<file path="config.mk">
export PLATFORM = sky130hd
export DESIGN_NAME = mux_scan_sequencer_flat
export DESIGN_NICKNAME = d
export VERILOG_FILES = /design/src/rtl/mux_seq_pkg.sv /design/src/rtl/mux_scan_sequencer_if.sv /design/src/rtl/bit_tick_gen.sv /design/src/rtl/mux_scan_sequencer.sv /design/src/flat_wrapper.sv
export SDC_FILE = /design/constraint.sdc
export NUM_CORES = 1
export LEC_CHECK = 0
export CAP_MARGIN = 40
export CORE_MARGIN = 2
export CORE_UTILIZATION = 45
export DETAILED_ROUTE_END_ITERATION = 6
export DONT_BUFFER_PORTS = 1
export SLEW_MARGIN = 20
export SYNTH_ARGS = -nofsm -noshare
export SYNTH_HDL_FRONTEND = slang
export SYNTH_SLANG_ARGS = --single-unit
</file>
<file path="constraint.sdc">
create_clock -name clk -period 2.92 [get_ports clk]
set_input_delay 0.146 -clock clk [delete_from_list [all_inputs] [get_ports clk]]
set_output_delay 0.146 -clock clk [all_outputs]
set_load 0.05 [all_outputs]
</file>
<file path="src/rtl/mux_seq_pkg.sv">
// Shared types and constants for the mux scan sequencer: widths, FSM state
// encoding and the select value each word starts from.
package mux_seq_pkg;

  localparam int DATA_W = 8;
  localparam int SEL_W  = 3;

  typedef enum logic {
    IDLE  = 1'b0,
    SHIFT = 1'b1
  } state_t;

  function automatic logic [SEL_W-1:0] start_sel(input bit msb_first);
    return msb_first ? SEL_W'(7) : SEL_W'(0);
  endfunction

endpackage

</file>
<file path="src/rtl/mux_scan_sequencer_if.sv">
// Upstream valid/ready word channel feeding the mux scan sequencer.
interface mux_scan_sequencer_if;
  import mux_seq_pkg::*;

  logic              s_valid;
  logic              s_ready;
  logic [DATA_W-1:0] s_data;

  modport master (output s_valid, output s_data, input  s_ready);
  modport slave  (input  s_valid, input  s_data, output s_ready);

endinterface

</file>
<file path="src/rtl/bit_tick_gen.sv">
// Bit-period divider: counts CLK_DIV cycles while running and flags the last
// cycle of each bit period.
module bit_tick_gen #(
  parameter int CLK_DIV = 4
) (
  input  logic clk,
  input  logic rst_n,
  input  logic run,
  input  logic clear,
  output logic tick
);

  localparam int CNT_W = (CLK_DIV > 1) ? $clog2(CLK_DIV) : 1;
  localparam logic [CNT_W-1:0] LAST = CNT_W'(CLK_DIV - 1);

  logic [CNT_W-1:0] div_cnt;

  assign tick = run && (div_cnt == LAST);

  // NOTE: registers take <= so every flop samples pre-edge values; blocking
  // assignments here would make simulation order-dependent.
  always_ff @(posedge clk) begin
    if (!rst_n || clear) begin
      div_cnt <= '0;
    end else if (run) begin
      div_cnt <= tick ? '0 : div_cnt + CNT_W'(1);
    end
  end

endmodule

</file>
<file path="src/rtl/mux_scan_sequencer.sv">
// Drives an 8:1 mux as a parallel-to-serial path: latches a word, then walks
// the select through all eight positions with framing strobes.
module mux_scan_sequencer
  import mux_seq_pkg::*;
#(
  parameter int CLK_DIV   = 4,
  parameter bit MSB_FIRST = 1'b0
) (
  input  logic                  clk,
  input  logic                  rst_n,
  mux_scan_sequencer_if.slave   s,
  output logic [DATA_W-1:0]     mux_in,
  output logic [SEL_W-1:0]      mux_sel,
  output logic                  bit_valid,
  output logic                  bit_strobe,
  output logic                  first_bit,
  output logic                  last_bit,
  output logic                  frame_done
);

  state_t           state;
  logic [SEL_W-1:0] bit_idx;
  logic             tick;
  logic             terminal;
  logic             accept;

  bit_tick_gen #(.CLK_DIV(CLK_DIV)) u_tick (
    .clk   (clk),
    .rst_n (rst_n),
    .run   (state == SHIFT),
    .clear (accept),
    .tick  (tick)
  );

  // tick is only ever high in SHIFT, so terminal implies SHIFT.
  assign terminal = tick && (bit_idx == SEL_W'(7));

  // NOTE: s_ready is a plain continuous decode of registered state, so it
  // cannot form a latch or a combinational path from s_valid.
  assign s.s_ready = (state == IDLE) || terminal;
  assign accept    = s.s_valid && s.s_ready;

  // Reversing a 3-bit index is the same as XOR with 7, and bit_idx rests at
  // 0 in IDLE, so this also yields the start select while idle.
  assign mux_sel    = start_sel(MSB_FIRST) ^ bit_idx;
  assign bit_valid  = (state == SHIFT);
  assign bit_strobe = tick;
  assign first_bit  = (state == SHIFT) && (bit_idx == SEL_W'(0));
  assign last_bit   = (state == SHIFT) && (bit_idx == SEL_W'(7));
  assign frame_done = terminal;

  always_ff @(posedge clk) begin
    if (!rst_n) begin
      state   <= IDLE;
      bit_idx <= '0;
      mux_in  <= '0;
    end else begin
      case (state)
        IDLE: begin
          if (accept) begin
            state   <= SHIFT;
            bit_idx <= '0;
            mux_in  <= s.s_data;
          end
        end
        SHIFT: begin
          if (tick) begin
            if (bit_idx == SEL_W'(7)) begin
              bit_idx <= '0;
              if (accept) begin
                mux_in <= s.s_data;
              end else begin
                state <= IDLE;
              end
            end else begin
              bit_idx <= bit_idx + SEL_W'(1);
            end
          end
        end
      endcase
    end
  end

endmodule

</file>
<file path="src/flat_wrapper.sv">
// flat-port wrapper written by rule: the top's interface ports become plain ports
module mux_scan_sequencer_flat import mux_seq_pkg::*;
#(
  parameter int CLK_DIV   = 4,
  parameter bit MSB_FIRST = 1'b0
)
  (clk, rst_n, mux_in, mux_sel, bit_valid, bit_strobe, first_bit, last_bit, frame_done, s_s_valid, s_s_data, s_s_ready);
  mux_scan_sequencer_if s_i ();
  input  logic clk;
  input  logic rst_n;
  output logic [DATA_W-1:0] mux_in;
  output logic [SEL_W-1:0] mux_sel;
  output logic bit_valid;
  output logic bit_strobe;
  output logic first_bit;
  output logic last_bit;
  output logic frame_done;
  input wire logic [$bits(s_i.s_valid)-1:0] s_s_valid;
  input wire logic [$bits(s_i.s_data)-1:0] s_s_data;
  output wire logic [$bits(s_i.s_ready)-1:0] s_s_ready;
  assign s_i.s_valid = s_s_valid;
  assign s_i.s_data = s_s_data;
  assign s_s_ready = s_i.s_ready;
  mux_scan_sequencer #(.CLK_DIV(CLK_DIV), .MSB_FIRST(MSB_FIRST)) u_core (.clk(clk), .rst_n(rst_n), .s(s_i), .mux_in(mux_in), .mux_sel(mux_sel), .bit_valid(bit_valid), .bit_strobe(bit_strobe), .first_bit(first_bit), .last_bit(last_bit), .frame_done(frame_done));
endmodule
</file>
==> reports/metrics.yaml, run 1 <==
max_freq_mhz: 422
ys_seq_area_share_pct: 40.2
yosys_register_bits: 14
hold_ws_ns: 0.00681
syn-num-nets: 92
yosys.area_share.simple_pct: 24.2
critPathCaptureType: "flip-flop"
hold_class: "in2reg"
power_frac_comb_pct: 13.0
grt_pass1_wl_um: 2120
io_pins: 28
antenna_cells: 0
cts.sinks: 14
cts_inserted_buffers: 3
maxSlewHeadroom_pct: 61.1
num_rows: 14
track_usage_pct: 15.3
synth_cell_types: 20
synth_xor_area_share_pct: 0
skew_ns: 0.00171
fillers: 127
cts_root_buf: "clkbuf_4"
power.share.sequential_pct: 54.8
intPower_w: 0.000302
port_buffers: 0
first_pass_iters: 2
drtIter0Drc: 1
rsz0062_at_grt: "no"
routabilityCongestion: 0.724
clk_pin_slew_ns: 0.09
leakage_nw: 0.371
cts_setup_buffers: 0
ys_warn_count: 0
grt_overflow: 0
drc: 0
clock_latency_ns: 0.28
worstPathArrival_ns: 2.59
cp.required_ns: 3.14
die_area_um2: 1880
cts_tree: "yes"
die_y_um: 43.4
dp_hpwl_um: 851
antenna_found_initial: 0
tightest_slew_ns: 0.582
hold_violations: 0
vias_per_cell: 5.26
status: "complete, no violations"
worstSetupPathType: "reg2reg"
syn_to_final_growth_pct: 20.5
fin_util_pct: 57.1
drt_wl_total_um: 1300
drv_slew: 0
grt_max_degree: 14
synth-adder-area-share_pct: 7.18
htreeDepth: 1
power_w: 0.000430
synth-compound-area-share_pct: 7.90
grt_pass1_vias: 524
multiInputGateArea_um2: 377
drive_gt1_share_pct: 7.95
clock_path_buffers: 2
layout.nets: 104
core_um2: 1470
tns_ns: 0
wl_per_cell_um: 12.5
regArea_um2: 280
syn_area_per_cell_um2: 9.05
finalSetupViolations: 0
initial_utilization_pct: 47.4
power_density_nw_per_um2: 513
synth_top_family_by_area: "simple AND/OR/NAND/NOR gates"
ant_nets: 0
period_minus_slack_ns: 2.37
power.share.clock_pct: 32.3
cap_violations: 0
fp.dieW_um: 43.4
crit_path_start_kind: "flip-flop"
syn_area_um2: 697
switching_power_w: 0.000128
muxShareOfSynthArea_pct: 14.7
postSynthCellCount: 77
num_vias: 547
ir_drop_v: 0.000322
period_share_pct: 81.1
crit_fanout: 9
swShare_pct: 29.7
stage by stage:
step,instance area (um2),setup slack [ns],instances
5_1_grt,840,0.439,104
2_1_floorplan,697,1.22,77
4_1_cts,840,0.536,104
3_3_place_gp,703,1.13,90
6_report,840,0.552,104
3_5_place_dp,703,1.08,90
sequential cells by signal, summed over array words and instances, names as in the netlist:
signal and flops:
u_core.bit_valid 1, u_core.mux_sel 3, u_core.u_tick.div_cnt 2, u_core.mux_in 8
path summary, 6_finish.rpt:
| kind | from | slack, ns | end | depth (start not counted) |
|---|---|---|---|---|
| min reg2reg | u_core.u_tick.div_cnt[0] | 0.55 | u_core.u_tick.div_cnt[0] | 2 |
| min | rst_n | 0.007 | u_core.u_tick.div_cnt[1] | 2 |
| max | u_core.mux_sel[1] | 0.55 | u_core.mux_in[7] | 7 |
| max reg2reg | u_core.mux_sel[1] | 0.55 | u_core.mux_in[7] | 7 |
cells in the mapped netlist:
cell | instances | share of area, %
and3_1 | 1 | 0.90
mux2i_1 | 8 | 11
nor3b_1 | 4 | 4.3
o21ai_1 | 2 | 1.4
buf_6 | 1 | 1.6
and2_1 | 2 | 1.8
o221a_1 | 1 | 1.6
a21boi_2 | 1 | 1.6
a21oi_1 | 3 | 2.2
inv_1 | 3 | 1.6
nor2_1 | 3 | 1.6
o21a_1 | 1 | 1.1
ha_1 | 4 | 7.2
dfxtp_1 | 14 | 40
clkbuf_1 | 2 | 1.1
mux2_1 | 2 | 3.2
nor2b_1 | 5 | 4.5
nand2_1 | 16 | 8.6
buf_2 | 2 | 1.4
and3b_1 | 2 | 2.5
area by class of cell:
type	instances	share of cell area, %
multi-input combinational	55	44.9
sequential	14	33.4
timing repair buffer	12	13.7
clock buffer	4	4.32
tap	16	2.38
inverter	3	1.34
per-layer routing:
layer  track usage [%]  routed length (um)  share of wire, %  vias to the layer above
met5                 0                   0                 0                        -
met4              9.09                  10              0.77                        0
met3              5.00                 101               7.8                        2
met2              26.0                 623                48                       21
met1              16.6                 561                43                      245
li1                  -                   -                 -                      279
layout by cell type (no fill, tap or decap), drive strengths merged:
cell | Yosys | routed
inv | 3 | 3
dlygate4sd3 | 0 | 10
mux2i | 8 | 8
and2 | 2 | 2
ha | 4 | 4
a21boi | 1 | 1
and3b | 2 | 2
buf | 3 | 2
and3 | 1 | 1
a21oi | 3 | 3
clkbuf | 2 | 4
nor3b | 4 | 4
o21ai | 2 | 2
o221a | 1 | 1
nor2 | 3 | 3
nor2b | 5 | 5
nand2 | 16 | 16
o21a | 1 | 1
dfxtp | 14 | 14
mux2 | 2 | 2
power by group through the flow:
stage | sequential (W) | clock (W) | combinational, W
finish | 0.000236 | 0.000139 | 0.0000557
global placement | 0.000240 | 0 | 0.0000419
CTS | 0.000236 | 0.000146 | 0.0000561
detailed placement | 0.000240 | 0 | 0.0000430
floorplan | 0.000242 | 0 | 0.0000382
global route | 0.000237 | 0.000150 | 0.0000614
cell families after synthesis:
logic type,Yosys count
AND/OR/NAND/NOR,33
flip-flops,14
multiplexers,10
AO/OA/AOI/OAI,8
buffers and inverters,8
adder cells (fa/ha/maj),4
critical path: stages, from the launching register on:
cell	delay, ns
dfxtp_1	0.69
ha_1	0.25
ha_1	0.22
a21boi_2	0.09
nor2b_1	0.13
buf_4	0.20
mux2i_1	0.18
dlygate4sd3_1	0.55
repair_timing:
action                     in CTS  in global routing
setup endpoints to repair       0                  0
resized for setup               0                  0
hold endpoints to repair       12                  0
hold buffers                   10                  0
No activity file was read; power rests on OpenSTA's default activity.
==> run 2: changes to the inputs <==
==> constraint.sdc (replaced) <==
create_clock -name clk -period 2.4 [get_ports clk]
set_input_delay 0.12 -clock clk [delete_from_list [all_inputs] [get_ports clk]]
set_output_delay 0.12 -clock clk [all_outputs]
set_load 0.05 [all_outputs]
==> reports/metrics.yaml, run 2 (synthesis results as in run 1) <==
tightest_slew_ns: 0.713
ir_drop_v: 0.000391
layout.nets: 106
vias_per_cell: 5.19
cts.sinks: 14
clock_latency_ns: 0.27
hold_ws_ns: 0.0758
grt_max_degree: 23
maxSlewHeadroom_pct: 52.3
largest_reg_flops: 8
ant_nets: 0
io_pins: 28
drv_slew: 0
num_vias: 545
num_rows: 14
power_frac_comb_pct: 15.2
rsz0062_at_grt: "no"
syn_to_final_growth_pct: 20.6
leakage_nw: 0.372
hold_class: "in2reg"
path_cells: "ha_1 -> a21boi_2 -> o21a_1 -> dlygate4sd3_1"
worstPathArrival_ns: 2.09
grt_pass1_vias: 484
clk_pin_slew_ns: 0.08
cap_violations: 0
fp.dieW_um: 43.4
grt_pass1_wl_um: 2050
cts_tree: "yes"
status: "complete, no violations"
layout_common_cells: "nand2_1, dfxtp_1, dlygate4sd3_1"
port_buffers: 0
cts_root_buf: "clkbuf_4"
drt_wl_total_um: 1300
die_area_um2: 1880
cp.required_ns: 2.56
cts_inserted_buffers: 3
track_usage_pct: 14.7
worstSetupPathType: "reg2reg"
layout_commonest_cell: "nand2_1"
slowest_stage: "dfxtp_1"
worst_path_largest_cell_delay_ns: 0.68
grt_overflow: 0
intPower_w: 0.000335
skew_ns: 0.00347
first_pass_iters: 3
power.share.clock_pct: 26.6
drc: 0
switching_power_w: 0.000153
swShare_pct: 31.4
routabilityCongestion: 0.750
drive_gt1_share_pct: 8.99
htreeDepth: 1
antenna_found_initial: 0
initial_utilization_pct: 47.4
crit_fanout: 5
die_y_um: 43.4
finalSetupViolations: 0
core_um2: 1470
top_register: "u_core.mux_in"
dp_hpwl_um: 856
hold_violations: 0
period_minus_slack_ns: 1.92
power_density_nw_per_um2: 580
antenna_cells: 0
critPathCaptureType: "flip-flop"
wl_per_cell_um: 12.4
power.share.sequential_pct: 58.2
crit_path_start_kind: "flip-flop"
clock_path_buffers: 2
tns_ns: 0
max_freq_mhz: 520
period_share_pct: 80.1
drtIter0Drc: 5
## run 2: cell types whose count changed in the layout (fill, tap and decap cells not counted)
cell / previous run / this run
buf_4: 2 / 4
clkbuf_8: 1 / 0
## run 2: final cells by class
cell class,instances,area [um2]
tap,16,20.0
inverter,3,11.3
clock buffer,3,22.5
sequential,14,280
fill,138,631
timing repair buffer,14,130
multi-input combinational,55,377
## run 2: final timing paths
kind	start	end	slack [ns]	cells past startpoint
worst max-delay path	u_core.mux_sel[2]	u_core.bit_valid	0.48	4
worst min-delay path	s_s_valid	u_core.mux_sel[1]	0.08	3
worst max register to register	u_core.mux_sel[2]	u_core.bit_valid	0.48	4
worst min register to register	u_core.u_tick.div_cnt[0]	u_core.u_tick.div_cnt[0]	0.55	2
## run 2: metal layers
metal | vias up | part of all wire, % | global-route usage, % | wire length (um)
met3 | 2 | 5.8 | 3.33 | 75
met4 | 0 | 1.3 | 9.09 | 17
met2 | 19 | 43 | 23.3 | 563
met5 | - | 0 | 0 | 0
met1 | 245 | 49 | 18.1 | 643
li1 | 279 | - | - | -
## run 2: what timing repair did
action | in CTS | in global routing
hold buffers | 10 | 0
resized for setup | 0 | 0
endpoints found under the hold margin | 14 | 0
setup buffers | 0 | 0
## run 2: through the flow
step | std cells | util (%) | cell area [um2] | setup WS, ns | total power (W)
after floorplan | 77 | - | 697 | 0.716 | 0.000341
after global placement | 92 | 48.8 | 718 | 0.760 | 0.000345
after detailed placement | 92 | 48.8 | 718 | 0.723 | 0.000346
after CTS | 105 | 57.1 | 841 | 0.469 | 0.000494
after global routing | 105 | 57.1 | 841 | 0.376 | 0.000509
final | 105 | 57.1 | 841 | 0.477 | 0.000488
## run 2: worst max-delay path: cells and delay by family, from the launching register on
| kind | cells | cell delay (ns) |
|---|---|---|
| buf+inv | 1 | 0.54 |
| flops | 1 | 0.68 |
| fa+ha+maj | 1 | 0.32 |
| compound gates | 2 | 0.27 |
## run 2: power groups by stage
| stage | sequential, W | clock [W] | combinational, W |
|---|---|---|---|
| 3_3_place_gp | 0.000289 | 0 | 0.0000557 |
| 2_1_floorplan | 0.000294 | 0 | 0.0000465 |
| 3_5_place_dp | 0.000289 | 0 | 0.0000569 |
| 6_report | 0.000284 | 0.000130 | 0.0000743 |
| 4_1_cts | 0.000284 | 0.000135 | 0.0000746 |
| 5_1_grt | 0.000285 | 0.000143 | 0.0000801 |
